===== config.mk =====
export PLATFORM = sky130hd
export DESIGN_NAME = fir_xifu_ex_simd
export DESIGN_NICKNAME = d
export VERILOG_FILES = /design/src/rtl/fir_xifu_ex_simd.sv
export SDC_FILE = /design/constraint.sdc
export NUM_CORES = 2
export LEC_CHECK = 0
export ABC_CLOCK_PERIOD_IN_PS = 10300
export CAP_MARGIN = 20
export CORE_UTILIZATION = 48
export CTS_CLUSTER_SIZE = 16
export DETAILED_ROUTE_END_ITERATION = 10
export PLACE_DENSITY = 0.71
export REMOVE_ABC_BUFFERS = 1
export SYNTH_ARGS = -nofsm -noshare
export SYNTH_HDL_FRONTEND = slang
export SYNTH_SLANG_ARGS = --single-unit
export TNS_END_PERCENT = 1

===== constraint.sdc =====
create_clock -name clk_i -period 10.3 [get_ports clk_i]
set_input_delay 2.06 -clock clk_i [delete_from_list [all_inputs] [get_ports clk_i]]
set_output_delay 2.06 -clock clk_i [all_outputs]
set_load 0.05 [all_outputs]

===== src/rtl/fir_xifu_ex_simd.sv =====
// fir_xifu_ex_simd: FIR XIFU execute stage - SIMD signed dot product (wrap/saturate) and post-increment
// load/store issue, one instruction in flight between ID and WB.
module fir_xifu_ex_simd #(
   parameter int XLEN     = 32,
   parameter int ELEM_W   = 16,
   parameter int MUL_PIPE = 0,
   parameter int ID_W     = 4
) (
   input  logic            clk_i,
   input  logic            rst_ni,
   input  logic            clear_i,
   input  logic            in_valid_i,
   output logic            in_ready_o,
   input  logic [2:0]      in_instr_i,
   input  logic [ID_W-1:0] in_id_i,
   input  logic [4:0]      in_rd_i,
   input  logic [XLEN-1:0] in_op_a_i,
   input  logic [XLEN-1:0] in_op_b_i,
   input  logic [XLEN-1:0] in_op_c_i,
   input  logic [11:0]     in_offset_i,
   input  logic            commit_valid_i,
   input  logic [ID_W-1:0] commit_id_i,
   input  logic            commit_kill_i,
   output logic            mem_valid_o,
   input  logic            mem_ready_i,
   output logic            mem_we_o,
   output logic [XLEN-1:0] mem_addr_o,
   output logic [XLEN-1:0] mem_wdata_o,
   output logic [ID_W-1:0] mem_id_o,
   output logic            out_valid_o,
   input  logic            out_ready_i,
   output logic [XLEN-1:0] out_result_o,
   output logic [4:0]      out_rd_o,
   output logic [ID_W-1:0] out_id_o,
   output logic [2:0]      out_instr_o
);
   localparam int LANES = XLEN / ELEM_W;
   localparam int PW = 2 * ELEM_W;
   localparam logic [2:0] I_LW = 3'd1, I_SW = 3'd2, I_DOTP = 3'd3, I_DOTPS = 3'd4;
   localparam logic signed [XLEN+1:0] S_MAX = {3'b000, {(XLEN-1){1'b1}}};
   localparam logic signed [XLEN+1:0] S_MIN = {3'b111, {(XLEN-1){1'b0}}};

   typedef enum logic [1:0] {IDLE, MEM, MUL, DONE} state_e;

   state_e state_q, state_d, acc_state;
   logic [2:0] instr_q, instr_d;
   logic [ID_W-1:0] id_q, id_d;
   logic [4:0] rd_q, rd_d;
   logic [XLEN-1:0] addr_q, addr_d, wdata_q, wdata_d, c_q, c_d, res_q, res_d, next_addr;
   logic [LANES-1:0][PW-1:0] prod_q, prod_d, prod_in;
   logic committed_q, committed_d;
   logic accept, cmt_hit, kill_hit, in_mem, in_dot;

   // Accumulate at XLEN+2 bits so the saturating clamp sees the true sum.
   function automatic logic [XLEN-1:0] reduce(input logic [LANES-1:0][PW-1:0] p,
                                              input logic [XLEN-1:0] c, input logic sat);
      logic signed [XLEN+1:0] s;
      s = {{2{c[XLEN-1]}}, c};
      for (int i = 0; i < LANES; i++) s += {{(XLEN+2-PW){p[i][PW-1]}}, p[i]};
      return (sat && s > S_MAX) ? S_MAX[XLEN-1:0] : (sat && s < S_MIN) ? S_MIN[XLEN-1:0] : s[XLEN-1:0];
   endfunction

   always_comb begin
      for (int i = 0; i < LANES; i++)
         prod_in[i] = PW'($signed(in_op_a_i[i*ELEM_W +: ELEM_W])) * PW'($signed(in_op_b_i[i*ELEM_W +: ELEM_W]));
   end

   assign next_addr   = in_op_a_i + {{(XLEN-12){in_offset_i[11]}}, in_offset_i};
   assign in_ready_o  = (state_q == IDLE) | ((state_q == DONE) & out_ready_i);
   assign accept      = in_valid_i & in_ready_o;
   assign cmt_hit     = commit_valid_i & ~commit_kill_i & (commit_id_i == id_q);
   assign kill_hit    = commit_valid_i & commit_kill_i & (commit_id_i == id_q);
   assign in_mem      = (in_instr_i == I_LW) | (in_instr_i == I_SW);
   assign in_dot      = (in_instr_i == I_DOTP) | (in_instr_i == I_DOTPS);
   assign acc_state   = in_mem ? MEM : in_dot ? ((MUL_PIPE != 0) ? MUL : DONE) : IDLE;
   // Stores wait for commit; a commit arriving this very cycle releases them immediately.
   assign mem_valid_o = (state_q == MEM) & ((instr_q == I_LW) | committed_q | cmt_hit);
   assign mem_we_o     = instr_q == I_SW;
   assign mem_addr_o   = addr_q;
   assign mem_wdata_o  = wdata_q;
   assign mem_id_o     = id_q;
   assign out_valid_o  = state_q == DONE;
   assign out_result_o = res_q;
   assign out_rd_o     = rd_q;
   assign out_id_o     = id_q;
   assign out_instr_o  = instr_q;

   always_comb begin
      state_d     = state_q;
      instr_d     = instr_q;
      id_d        = id_q;
      rd_d        = rd_q;
      addr_d      = addr_q;
      wdata_d     = wdata_q;
      c_d         = c_q;
      res_d       = res_q;
      prod_d      = prod_q;
      committed_d = committed_q | cmt_hit;
      if (clear_i) begin
         state_d     = IDLE;
         instr_d     = '0;
         id_d        = '0;
         rd_d        = '0;
         addr_d      = '0;
         wdata_d     = '0;
         c_d         = '0;
         res_d       = '0;
         prod_d      = '0;
         committed_d = 1'b0;
      end else if (accept) begin
         state_d     = acc_state;
         instr_d     = in_instr_i;
         id_d        = in_id_i;
         rd_d        = in_rd_i;
         addr_d      = in_op_a_i;
         wdata_d     = in_op_b_i;
         c_d         = in_op_c_i;
         prod_d      = prod_in;
         res_d       = in_mem ? next_addr : (MUL_PIPE != 0) ? res_q : reduce(prod_in, in_op_c_i, in_instr_i == I_DOTPS);
         committed_d = commit_valid_i & ~commit_kill_i & (commit_id_i == in_id_i);
      end else if (state_q == MEM) begin
         state_d = (mem_valid_o & mem_ready_i) ? DONE : kill_hit ? IDLE : MEM;
      end else if (state_q == MUL) begin
         state_d = kill_hit ? IDLE : DONE;
         res_d   = reduce(prod_q, c_q, instr_q == I_DOTPS);
      end else if (state_q == DONE && out_ready_i) begin
         state_d = IDLE;
      end
   end

   always_ff @(posedge clk_i or negedge rst_ni) begin
      if (!rst_ni) begin
         state_q     <= IDLE;
         instr_q     <= '0;
         id_q        <= '0;
         rd_q        <= '0;
         addr_q      <= '0;
         wdata_q     <= '0;
         c_q         <= '0;
         res_q       <= '0;
         prod_q      <= '0;
         committed_q <= 1'b0;
      end else begin
         state_q     <= state_d;
         instr_q     <= instr_d;
         id_q        <= id_d;
         rd_q        <= rd_d;
         addr_q      <= addr_d;
         wdata_q     <= wdata_d;
         c_q         <= c_d;
         res_q       <= res_d;
         prod_q      <= prod_d;
         committed_q <= committed_d;
      end
   end
endmodule


==> summary.txt <==
outcome: finished with violations
violated checks: setup timing
syn_area_per_cell: 8.84 µm²
non-filler instance count after layout: 5,550
commonest non-fill, non-tap cell in the layout: inv_1
post-DP HPWL: 82,800 µm
drt via density: 5.36
post-synth top area share: 33.8%
dpl ws: -1070 ps
WP data required: 10,760 ps
sequential cell area: 0.00518 mm²
core area: 0.0719 mm²
initial core utilization: 48.7%
Die Height: 272 µm
post-synth cell types: 79
TritonCTS clock tree: built
global-route wire length before repair: 165,000 µm
ranking of synthesized cells by area: fa_1 (34%), dfrtp_1 (15%), ha_1 (9.4%), inv_1 (7.1%), nand2_1 (6.8%)
Syn-to-layout area delta: 24.0%
largest net degree at the start of global routing: 172
skew final: 29.0 ps
Worst-Margin Slew: 992 ps
fmax: 95.4 MHz
H-tree levels: 1
Hold-fix buffers, CTS: 0
Setup crit start kind: input pin
Sink Count: 207
worst min-delay path category: flip-flop to flip-flop
synthesis warning total: 0
min Tclk post-route: 10,490 ps
hold slack: 519 ps
commonest cells after routing, fill and taps aside: inv_1 (656), nand2_1 (631), fa_1 (584)
total number of vias: 29,700
Crit. End Element: flip-flop
Slowest-stage cell, CP: fa_1
ys flop type: dfrtp_1
# rows: 98
initial antenna violation count: 7
Final period util: 102%
Mapped Cells: 3,962
Nets: 5,564
CTS max path bufs: 3
CP Max Fanout: 8
fraction of the yosys area taken by sequential cells: 14.8%
DRT antenna net count: 0
placed cell count: 5,481
GRT Util Overall: 28.2%
final hold violations: 0
clk slew on worst S/H paths: 60 ps
Die Width: 272 µm
CP arrival: 10,950 ps
biggest area consumer among synthesized cells: fa_1
max cap viols: 0
most used cell, CP: fa_1
Post-synth ARST share: 100%
layout cells sized above 1: 14.4%
Crit Path Class: input pin to flip-flop
DRT iter0 DRCs: 2,063
Multi-input gate area: 0.0272 mm²
WL final: 101,000 µm
die area: 0.0740 mm²
fin worst setup slack: -186 ps
Clock Latency Late Sink: 590 ps
flops & latches, synth: 207
gpl congestion: 0.958
root buf cell: clkbuf_16
CP peak stage delay: 520 ps
vias in the first global route: 30,700
I/O Pins: 248
GRT overflow: 0
Setup violations, final: 32
DRC: 0
number of synthesized flops with an enable pin: 0
routed length per instance: 18.2 µm
FILL cells: 6,294
count of pins over their slew limit: 0
Post-Syn Area: 0.0350 mm²
IO buf count: 247
iteration count of the initial detailed-routing pass: 6
CTS Buf Count: 28
RSZ-0062 raised after global routing: yes
relative slew slack: 33.7%
-- timing repair --
action / 4_1_cts / 5_1_grt
setup buffers: 11 / 4
cloned: 1 / 1
endpoints found under the setup margin: 32 / 32
gates resized for setup: 85 / 67
pin swaps: 35 / 34
-- Yosys cell counts (all sizes together), types with 22 or more instances --
cell type / instances
inv: 660
nand2: 635
fa: 591
a21oi: 297
ha: 263
and2: 254
dfrtp: 207
clkbuf: 152
nor2: 120
o21ai: 106
xnor2: 99
a21o: 75
xor2: 63
nand3: 43
nand2b: 32
o21a: 22
-- cells by family after synthesis --
logic type,count (synthesis),share of synthesized area [%]
AO/OA/AOI/OAI,716,13.1
XOR/XNOR,162,4.07
adder cells (fa/ha/maj),854,43.2
buffers and inverters,830,9.01
flip-flops,207,14.8
multiplexers,3,0.0893
AND/OR/NAND/NOR,1190,15.7
-- through the flow --
step / area, µm² / setup TNS, ps / util [%]
global placement: 41900 / -29420 / 58.3
finish: 43400 / -4010 / 60.4
CTS: 43100 / -26.4 / 60.0
floorplan: 34300 / -9520 / -
detailed placement: 41900 / -31260 / 58.3
global route: 43400 / -13320 / 60.4
-- final timing paths --
check	from	end	slack (ps)	cells past startpoint
setup reg to reg	c_q[1]	out_result_o[5]	5290	14
min in group asynchronous	rst_ni	mem_wdata_o[1]	1540	1
max in group asynchronous	rst_ni	mem_addr_o[11]	6780	3
hold reg to reg	out_rd_o[4]	out_rd_o[4]	520	2
setup / recovery	in_op_b_i[17]	out_result_o[16]	-190	40
hold / removal	out_rd_o[4]	out_rd_o[4]	520	2
-- metal layers --
metal	vias up	part of all wire (%)	global-route usage [%]
met5	-	0.012	0
met4	2	3.2	8.28
met2	932	47	46.5
li1	13800	-	-
met3	148	6.8	4.13
met1	14800	43	38.5
-- registers in the layout (all words and copies together) (netlist names) --
register and flops:
out_instr_o 3, out_rd_o 5, mem_addr_o 32, prod_q 64, out_result_o 32, mem_wdata_o 32
mem_id_o 4, state_q 2, c_q 32, committed_q 1
-- critical path: cells and delay by family --
kind	cells	cell delay, ps
XOR/XNOR	1	140
AO/OA/AOI/OAI	10	2130
buffers and inverters	15	2060
AND/OR/NAND/NOR	5	510
adder cells (fa/ha/maj)	9	4050
-- final cells by class --
| class | instances | share of cell area [%] |
|---|---|---|
| multi-input combinational | 2925 | 62.5 |
| inverter | 661 | 5.71 |
| timing repair buffer | 755 | 14.9 |
| tap | 950 | 2.74 |
| sequential | 207 | 11.9 |
| clock buffer | 38 | 1.86 |
| clock inverter | 8 | 0.271 |
| antenna | 6 | 0.0346 |
Power is not shown: default switching activity piles up to over one toggle a cycle in this logic, so the estimate is an artifact.
